===== config.mk =====
export PLATFORM = sky130hd
export DESIGN_NAME = dmem_arbiter
export DESIGN_NICKNAME = d
export VERILOG_FILES = /design/src/rtl/dmem_arbiter_pkg.sv /design/src/rtl/dmem_arbiter.sv
export SDC_FILE = /design/constraint.sdc
export NUM_CORES = 1
export LEC_CHECK = 0
export ABC_CLOCK_PERIOD_IN_PS = 3870
export BUFFER_PORTS_ARGS = -buffer_cell sky130_fd_sc_hd__buf_4
export CORE_ASPECT_RATIO = 1.75
export CORE_MARGIN = 3
export CORE_UTILIZATION = 42
export CTS_BUF_LIST = sky130_fd_sc_hd__clkbuf_16
export CTS_CLUSTER_SIZE = 8
export DETAILED_ROUTE_END_ITERATION = 12
export PLACE_DENSITY = 0.87
export SLEW_MARGIN = 20
export SYNTH_ARGS = -nofsm -noshare
export SYNTH_HDL_FRONTEND = slang
export SYNTH_SLANG_ARGS = --single-unit
export TNS_END_PERCENT = 30

===== constraint.sdc =====
create_clock -name clk -period 3.87 [get_ports clk]
set_input_delay 0.774 -clock clk [delete_from_list [all_inputs] [get_ports clk]]
set_output_delay 0.774 -clock clk [all_outputs]
set_load 0.03 [all_outputs]

===== src/rtl/dmem_arbiter_pkg.sv =====
// Shared types for the data-memory arbiter: RAM control bundle, arbiter
// state encoding and port indices.
package dmem;

  localparam int unsigned DMEM_AW = 8;
  localparam int unsigned DMEM_DW = 8;

  localparam logic PORT_CORE = 1'b0;
  localparam logic PORT_LOAD = 1'b1;

  typedef enum logic [1:0] {
    IDLE  = 2'd0,
    LOCK0 = 2'd1,
    LOCK1 = 2'd2
  } ArbState;

  // Control bundle presented to the single-port RAM.
  typedef struct packed {
    logic               en;
    logic               we;
    logic [DMEM_AW-1:0] addr;
    logic [DMEM_DW-1:0] wdata;
  } DMemCtrl;

endpackage


===== src/rtl/dmem_arbiter.sv =====
// Two-port round-robin arbiter in front of the single-port data RAM.
// Port 0 is the core, port 1 the loader/debug master. A granted port may
// take a bounded lock for uninterrupted burst access.
module dmem_arbiter
  import dmem::*;
#(
  parameter int unsigned LOCK_MAX = 16,
  parameter int unsigned AW       = 8,
  parameter int unsigned DW       = 8
) (
  input  logic          clk,
  input  logic          rst,
  input  logic [1:0]    req,
  input  logic [1:0]    we,
  input  logic [1:0]    lock,
  input  logic [AW-1:0] addr0,
  input  logic [AW-1:0] addr1,
  input  logic [DW-1:0] wdata0,
  input  logic [DW-1:0] wdata1,
  output logic [1:0]    gnt,
  output logic [1:0]    rvalid,
  output logic [DW-1:0] rdata,
  output DMemCtrl       dmem_ctrl,
  input  logic [DW-1:0] dmem_out
);

  localparam int unsigned CW = (LOCK_MAX > 1) ? $clog2(LOCK_MAX) : 1;
  localparam logic [CW-1:0] CNT_LAST = CW'(LOCK_MAX - 1);

  ArbState       state_q, state_d;
  logic          last_q, last_d;
  logic [CW-1:0] lock_cnt_q, lock_cnt_d;
  logic [1:0]    rd_pend_q, rd_pend_d;
  logic [1:0]    gnt_c;
  logic          owner;
  logic          sel;

  // Round-robin pick: on a conflict the port that did not win last time wins.
  function automatic logic [1:0] rr_pick(input logic [1:0] r, input logic l);
    if (r == 2'b11) return l ? 2'b01 : 2'b10;
    return r;
  endfunction

  // Next-state, grant and read-pending computation.
  always_comb begin
    state_d    = state_q;
    last_d     = last_q;
    lock_cnt_d = lock_cnt_q;
    gnt_c      = '0;
    owner      = PORT_CORE;
    unique case (state_q)
      IDLE: begin
        gnt_c = rr_pick(req, last_q);
        if (|gnt_c) begin
          owner  = gnt_c[1];
          last_d = owner;
          // A lock of length one is just the grant cycle, so no lock state.
          if (lock[owner] && (LOCK_MAX > 1)) begin
            state_d    = owner ? LOCK1 : LOCK0;
            lock_cnt_d = '0;
          end
        end
      end
      LOCK0, LOCK1: begin
        owner        = (state_q == LOCK1);
        gnt_c[owner] = req[owner];
        lock_cnt_d   = lock_cnt_q + 1'b1;
        if (!lock[owner] || (lock_cnt_q == CNT_LAST)) begin
          state_d = IDLE;
          if (lock_cnt_q == CNT_LAST) last_d = owner;
        end
      end
      default: state_d = IDLE;
    endcase
    if (rst) gnt_c = '0;
    rd_pend_d = gnt_c & ~we;
  end

  // RAM control driven straight from the grant; all-zero when idle.
  always_comb begin
    dmem_ctrl = '0;
    sel       = gnt_c[1];
    if (|gnt_c) begin
      dmem_ctrl.en    = 1'b1;
      dmem_ctrl.we    = we[sel];
      dmem_ctrl.addr  = sel ? DMEM_AW'(addr1) : DMEM_AW'(addr0);
      dmem_ctrl.wdata = sel ? DMEM_DW'(wdata1) : DMEM_DW'(wdata0);
    end
  end

  // State, round-robin pointer, lock counter and read-pending registers.
  always_ff @(posedge clk) begin
    if (rst) begin
      state_q    <= IDLE;
      last_q     <= PORT_LOAD;
      lock_cnt_q <= '0;
      rd_pend_q  <= '0;
    end else begin
      state_q    <= state_d;
      last_q     <= last_d;
      lock_cnt_q <= lock_cnt_d;
      rd_pend_q  <= rd_pend_d;
    end
  end

  // Read return is masked during reset so an in-flight read never surfaces.
  always_comb begin
    gnt    = gnt_c;
    rvalid = rd_pend_q & {2{~rst}};
    rdata  = (|rvalid) ? dmem_out : '0;
  end

endmodule


==> results by group, run 1 <==
Routing
  – Post-route antenna net violation count: 0
  – Final WL: 3310 um
  – Wire length per cell: 14.6 um
  – DRC: 0
  – Iter 0 DRT Violations: 13
  – Drt via density: 5.33
  – 1st-pass router iterations: 4
  – Vias post-DR: 1211

Floorplanning
  – Core area: 2150 um^2
  – Die W: 42.1 um
  – Starting Density: 0.447
  – Core Rows: 22
  – Die area: 2920 um^2
  – Boundary Pins: 78
  – Height of the die: 69.2 um

Global route
  – Antenna violations before repair: 0
  – GRT Overall Usage: 0.229
  – First-pass GRT wire length: 5420 um
  – Overflow after GRT: 0
  – Largest net degree at the start of global routing: 20
  – Vias in the first global route: 1297

Yosys
  – Library cells used by synthesis: 34
  – Syn Area/Cell: 7.56 um^2
  – Syn nets: 180
  – Top FF cell, synth: dfxtp_1
  – Synth Instances: 127
  – Post-synth top area cell: mux2i_1
  – Top cell type's share of synthesized area: 0.209
  – Syn. warnings: 0
  – Top-count cell post-synth: nor2_1
  – Synth Register Bits: 9
  – Seq/Total Area, Yosys: 0.188
  – Ys async rst share: 0
  – Cell Area, Synth: 960 um^2
  – Synth top area cells: mux2i_1, dfxtp_1, nor2_1
  – EDFF count, synth: 0
  – Synth cell count leaders: nor2_1, mux2i_1, and2_1, dfxtp_1, nand2_1

CTS
  – Worst-Skew Late Latency: 240 ps
  – CTS Sinks: 9
  – CTS tree: yes
  – CTS Hold Bufs: 0
  – Setup bufs post-CTS: 0
  – Reg clk slew, reported paths: 40 ps
  – Clock root buffer: clkbuf_16
  – Clock tree buffer depth: 2
  – H-tree Lvls: 1
  – CTS Buf Count: 3
  – Post-CTS Resized: 0

Setup path
  – Reg2Reg Capture Point: lock_cnt_q[2]
  – Crit-path max FO: 18
  – Flop-to-flop setup slack: 1770 ps
  – R2r worst-path depth: 6
  – CP required: 3100 ps
  – FF-to-FF Start: state_q[0]
  – WP data arrival: 2550 ps
  – Nature of the critical path endpoint: primary output
  – CP max-delay cell: a211o_1
  – Worst setup path end: dmem_ctrl[9]
  – Startpoint Class: flop
  – Crit-path cells: inv_1, ha_1, nor3b_1, o21ai_0, a211o_1, nor2_1, buf_4
  – Worst Path Class, Setup: flop to primary output
  – Setup crit start: state_q[0]
  – Worst path max stage delay: 520 ps

Finish
  – Fill cell count: 178
  – Share of cells above drive strength 1: 0.424
  – N_diodes: 0
  – Area Growth Syn to Fin: 69.6%
  – Final layout net count: 257
  – Utilization after layout: 0.758

Power and ir drop
  – Worst IR Drop VDD: 0.000395 V
  – Pwr Density: 536 nW/um^2
  – Pleak: 0.887 nW
  – Total power: 0.872 mW

STA
  – Worst slew pin tran: 501 ps
  – Final min period: 3330 ps
  – Fmax achieved: 0.300 GHz
  – Hold WS: 512 ps
  – RSZ-0062 raised after global routing: no
  – Relative slew slack: 0.666
  – Pins Over Slew Limit: 0
  – Final Hold Vio Count: 0
  – Final setup fails: 0
  – Setup TNS Final: 0 ps
  – Final Cycle Share: 0.860
  – Final Skew: 4.82 ps

Outcome
  – Status: finished, final reports clean

Min path
  – Hold WC Path Type: flop to flop

Placement
  – Routability congestion estimate: 0.844
  – Detailed Place HPWL: 2670 um
  – Port Buffer Count: 77

Flow run
  – Maxcap violations: 0
## power breakdown
part / internal (mW) / switching, mW / total (mW)
clock: 0.135 / 0.0495 / 0.185
combinational: 0.234 / 0.326 / 0.560
sequential: 0.110 / 0.0166 / 0.127
total: 0.480 / 0.392 / 0.872
## cells by family (layout without fill, tap and decap cells)
kind of cell,Yosys count,in the layout,share of synthesized area
flops,9,9,0.188
compound gates,20,20,0.136
mux,22,22,0.236
fa+ha+maj,5,5,0.0652
buf+inv,9,85,0.0430
simple gates,62,62,0.332
## routing by layer
layer / vias up / track usage / routed length, um
met5: - / 0 / 0
met4: 0 / 0.0657 / 54
met3: 6 / 0.0442 / 276
met2: 66 / 0.450 / 1900
met1: 542 / 0.232 / 1080
li1: 597 / - / -
## placed cells by master, fill, tap and decap left out, types with 3 or more instances in the layout
cell type,instances
nand2_1,8
ha_1,5
clkbuf_16,3
and2_1,9
dfxtp_1,9
buf_4,78
nor2b_1,6
inv_1,4
a21oi_1,6
nor2_1,22
o21ai_0,4
mux2i_1,20
## worst max-delay path, delay by kind of cell, from the launching register on
family                   cells  cell delay [ps]
AO/OA/AOI/OAI                2              670
AND/OR/NAND/NOR              2              530
buffers and inverters        2              270
flip-flops                   1              350
adder cells (fa/ha/maj)      1              500
## metrics by stage
step	cell area [um^2]	worst slack [ps]	cells
detailed placement	1550	854	223
global placement	1550	994	223
CTS	1630	561	227
global route	1630	370	227
floorplan	960	1040	127
finish	1630	541	227
## layout make-up
type	count	area [um^2]	area share
Inverter	3	11.3	0.00692
Clock inverter	1	3.75	0.00231
Multi-Input combinational cell	109	742	0.456
Tap cell	24	30.0	0.0184
Sequential cell	9	180	0.111
Timing Repair Buffer	78	586	0.360
Clock buffer	3	75.1	0.0461
## registers in the layout (all words and copies together) (netlist names)
register and flops:
lock_cnt_q 4, state_q 2, rd_pend_q 2, last_q 1
## how the worst min path moves through the flow
stage	startpoint	end	slack (ps)	cells past startpoint
6_report	lock_cnt_q[2]	lock_cnt_q[2]	510	2
5_1_grt	state_q[0]	state_q[0]	540	2
4_1_cts	state_q[0]	state_q[0]	520	2
3_5_place_dp	lock_cnt_q[3]	lock_cnt_q[3]	490	2
3_3_place_gp	lock_cnt_q[3]	lock_cnt_q[3]	470	2
2_1_floorplan	lock_cnt_q[3]	lock_cnt_q[3]	460	2
(Power assumes the default switching activity.)
==> inputs of run 2 (changes only) <==
--- a/config.mk
+++ b/config.mk
@@ -5,15 +5,16 @@
 export SDC_FILE = /design/constraint.sdc
 export NUM_CORES = 1
 export LEC_CHECK = 0
+export ABC_AREA = 1
 export ABC_CLOCK_PERIOD_IN_PS = 3870
 export BUFFER_PORTS_ARGS = -buffer_cell sky130_fd_sc_hd__buf_4
 export CORE_ASPECT_RATIO = 1.75
 export CORE_MARGIN = 3
-export CORE_UTILIZATION = 42
+export CORE_UTILIZATION = 44
 export CTS_BUF_LIST = sky130_fd_sc_hd__clkbuf_16
 export CTS_CLUSTER_SIZE = 8
 export DETAILED_ROUTE_END_ITERATION = 12
-export PLACE_DENSITY = 0.87
+export PLACE_DENSITY = 0.86
 export SLEW_MARGIN = 20
 export SYNTH_ARGS = -nofsm -noshare
 export SYNTH_HDL_FRONTEND = slang
==> run 2 against run 1 <==
Die area increased by 8.8%; setup slack better by 310 ps; combinational power is 38% higher; clock power fell by 4%; global-route usage rose by 0.26 points; final area rose by 7.1%; critical endpoint is now dmem_ctrl[16]; largest power group unchanged.
==> results by group, run 2 <==
Setup path
  – Worst path bufs/invs: 4 (was 2)
  – Crit-path max FO: 20 (was 18)
  – Crit-path cells: buf_4, nand2_1, nand2_2, inv_2, nand2_4, nand2_4, nand2_4, nand2_2, inv_1, a21oi_2, buf_4 (was inv_1, ha_1, nor3b_1, o21ai_0, a211o_1, nor2_1, buf_4)
  – Startpoint Class: primary input (was flop)
  – Flop-to-flop setup slack: 2270 ps (was 1770 ps)
  – Reg2Reg Capture Point: lock_cnt_q[2] (unchanged)
  – CP required: 3100 ps (about the same)
  – Worst Path Class, Setup: primary input to primary output (was flop to primary output)
  – R2r worst-path depth: 8 (was 6)
  – Worst path max stage delay: 320 ps (was 520 ps)
  – WP data arrival: 2250 ps (was 2550 ps)
  – Most used cell, CP: nand2_4
  – FF-to-FF Start: state_q[0] (unchanged)
  – Nature of the critical path endpoint: primary output (unchanged)
  – CP max-delay cell: nand2_2 (was a211o_1)
  – Delay-heaviest family, CP: simple AND/OR/NAND/NOR gates (was compound AO/OA/AOI/OAI gates)

Yosys
  – Syn. warnings: 0 (unchanged)
  – Syn nets: 261 (was 180)
  – Cell Area, Synth: 1110 um^2 (was 960 um^2)
  – Synth cell count leaders: nand2_1, inv_1, nor2_1, nand3_1, dfxtp_1 (was nor2_1, mux2i_1, and2_1, dfxtp_1, nand2_1)
  – Syn Area/Cell: 5.32 um^2 (was 7.56 um^2)
  – Top FF cell, synth: dfxtp_1 (unchanged)
  – EDFF count, synth: 0 (unchanged)
  – Synth Instances: 208 (was 127)
  – Post-synth top area cell: nand2_1 (was mux2i_1)
  – Library cells used by synthesis: 21 (was 34)
  – Synth top area cells: nand2_1, dfxtp_1, inv_1 (was mux2i_1, dfxtp_1, nor2_1)
  – Seq/Total Area, Yosys: 0.163 (was 0.188)
  – Synth Register Bits: 9 (unchanged)
  – Top cell type's share of synthesized area: 0.244 (was 0.209)
  – Top-count cell post-synth: nand2_1 (was nor2_1)
  – Ys async rst share: 0 (unchanged)

Global route
  – Largest net degree at the start of global routing: 21 (was 20)
  – First-pass GRT wire length: 5750 um (was 5420 um)
  – Vias in the first global route: 1398 (was 1297)
  – GRT Overall Usage: 0.232 (was 0.229)
  – Overflow after GRT: 0 (unchanged)
  – Antenna violations before repair: 0 (unchanged)

Routing
  – Vias post-DR: 1476 (was 1211)
  – Final WL: 3470 um (was 3310 um)
  – DR top layer: met4 (unchanged)
  – Met3 wire len: 188 um (was 276 um)
  – Drt via density: 4.79 (was 5.33)
  – Iter 0 DRT Violations: 28 (was 13)
  – Post-route antenna net violation count: 0 (unchanged)
  – Wire length per cell: 11.3 um (was 14.6 um)
  – DRC: 0 (unchanged)
  – 1st-pass router iterations: 4 (unchanged)
  – Met1 wire length: 1180 um (was 1080 um)
  – Routed wl met2: 1990 um (was 1900 um)

Finish
  – Area Growth Syn to Fin: 57.6% (was 69.6%)
  – N_diodes: 0 (unchanged)
  – Design area: 1740 um^2 (was 1630 um^2)
  – Final layout net count: 337 (was 257)
  – Utilization after layout: 0.748 (was 0.758)
  – Commonest non-fill, non-tap cell in the layout: buf_4 (unchanged)
  – Largest Register: lock_cnt_q (unchanged)
  – Largest registers: lock_cnt_q: 4 flops, rd_pend_q: 2 flops, state_q: 2 flops (unchanged)
  – Most frequent cells in the layout: buf_4, nand2_1, inv_1 (was buf_4, nor2_1, mux2i_1)
  – Max reg flops: 4 (unchanged)
  – Fill cell count: 201 (was 178)
  – Share of cells above drive strength 1: 0.314 (was 0.424)

Floorplanning
  – Boundary Pins: 78 (unchanged)
  – Core Rows: 23 (was 22)
  – Starting Density: 0.475 (was 0.447)
  – Height of the die: 72.3 um (was 69.2 um)
  – Die W: 43.9 um (was 42.1 um)
  – Core area: 2330 um^2 (was 2150 um^2)
  – Die area: 3180 um^2 (was 2920 um^2)

CTS
  – Post-CTS Resized: 0 (unchanged)
  – Clock tree buffer depth: 2 (unchanged)
  – Setup bufs post-CTS: 0 (unchanged)
  – Clock root buffer: clkbuf_16 (unchanged)
  – Reg clk slew, reported paths: 40 ps (about the same)
  – Worst-Skew Late Latency: 230 ps (was 240 ps)
  – CTS tree: yes (unchanged)
  – CTS Buf Count: 3 (unchanged)
  – H-tree Lvls: 1 (unchanged)
  – CTS Hold Bufs: 0 (unchanged)
  – CTS Sinks: 9 (unchanged)

Flow run
  – Maxcap violations: 0 (unchanged)

STA
  – Relative slew slack: 0.679 (was 0.666)
  – Final Cycle Share: 0.781 (was 0.860)
  – Pins Over Slew Limit: 0 (unchanged)
  – RSZ-0062 raised after global routing: no (unchanged)
  – Setup TNS Final: 0 ps (unchanged)
  – Setup WS post-layout: 847 ps (was 541 ps)
  – Final Skew: 1.32 ps (was 4.82 ps)
  – Worst slew pin tran: 479 ps (was 501 ps)
  – Hold WS: 498 ps (was 512 ps)
  – Final min period: 3020 ps (was 3330 ps)
  – Final setup fails: 0 (unchanged)
  – Final Hold Vio Count: 0 (unchanged)
  – Fmax achieved: 0.331 GHz (was 0.300 GHz)

Placement
  – Place WS: 842 ps (was 854 ps)
  – Detailed Place HPWL: 2830 um (was 2670 um)
  – Port Buffer Count: 77 (unchanged)
  – Routability congestion estimate: 0.880 (was 0.844)
  – Post-DP Area: 1660 um^2 (was 1550 um^2)

Min path
  – Hold WC Path Type: flop to flop (unchanged)
  – Hold Crit Depth: 2 (unchanged)
  – Hold Startpoint: last_q (was lock_cnt_q[2])
  – Hold path endpoint: last_q (was lock_cnt_q[2])

Power and ir drop
  – Worst IR Drop VDD: 0.000381 V (was 0.000395 V)
  – Pwr Density: 632 nW/um^2 (was 536 nW/um^2)
  – Pleak: 1.17 nW (was 0.887 nW)

Outcome
  – Status: finished, final reports clean (unchanged)
-- run 2: cell count changes in the layout (fill, tap and decap cells not counted), moves of 3 or more --
| cell | before | now |
|---|---|---|
| nand2_1 | 8 | 72 |
| inv_1 | 4 | 42 |
| nand3_1 | 2 | 24 |
| mux2i_1 | 20 | 0 |
| and2_1 | 9 | 0 |
| nor2_1 | 22 | 28 |
| nor2b_1 | 6 | 0 |
| nand2_2 | 0 | 3 |
| nand2_4 | 0 | 3 |
-- run 2: metrics by stage --
step	power, mW	cells
2_1_floorplan	0.709	208
3_5_place_dp	0.922	304
3_3_place_gp	0.915	304
4_1_cts	1.11	308
6_report	1.10	308
5_1_grt	1.21	308
-- run 2: how the worst max path moves through the flow --
stage / from / endpoint / depth (start not counted)
floorplan: req[0] / dmem_ctrl[16] / 10
global placement: req[0] / dmem_ctrl[16] / 11
detailed placement: req[0] / dmem_ctrl[16] / 11
CTS: req[0] / dmem_ctrl[16] / 11
global route: state_q[1] / dmem_ctrl[16] / 11
finish: req[0] / dmem_ctrl[16] / 11
-- run 2: layout make-up --
class,instances,area (um^2),area share
multi-input cells,151,717,0.411
clock inverters,1,3.75,0.00215
clock buffers,3,75.1,0.0431
flip-flops and latches,9,180,0.103
inverters,42,158,0.0905
well taps,25,31.3,0.0179
repair buffers,77,578,0.332
-- run 2: worst min-delay path: stages (launching register included) --
cell and delay (ps):
dfxtp_1 320, nand2_1 70, nand3_1 50
-- run 2: cells by family (layout without fill, tap and decap cells) --
logic type                 count (synthesis)  count (layout)  synth area share
adders and majority gates                  5               5            0.0566
xor gates and xnor gates                   1               1           0.00792
DFF                                        9               9             0.163
buffers and inverters                     48             123             0.189
AOI/OAI and AO/OA                         13              13            0.0645
and+or+nand+nor                          132             132             0.519
-- run 2: layer usage --
layer	up-vias	global-route usage
met5	-	0
met4	0	0.101
met3	12	0.0397
met2	58	0.453
met1	637	0.221
li1	769	-
-- run 2: report_power, final --
group | switching [mW] | internal (mW)
logic | 0.508 | 0.266
registers | 0.0252 | 0.125
clock network | 0.0430 | 0.135
total | 0.576 | 0.525
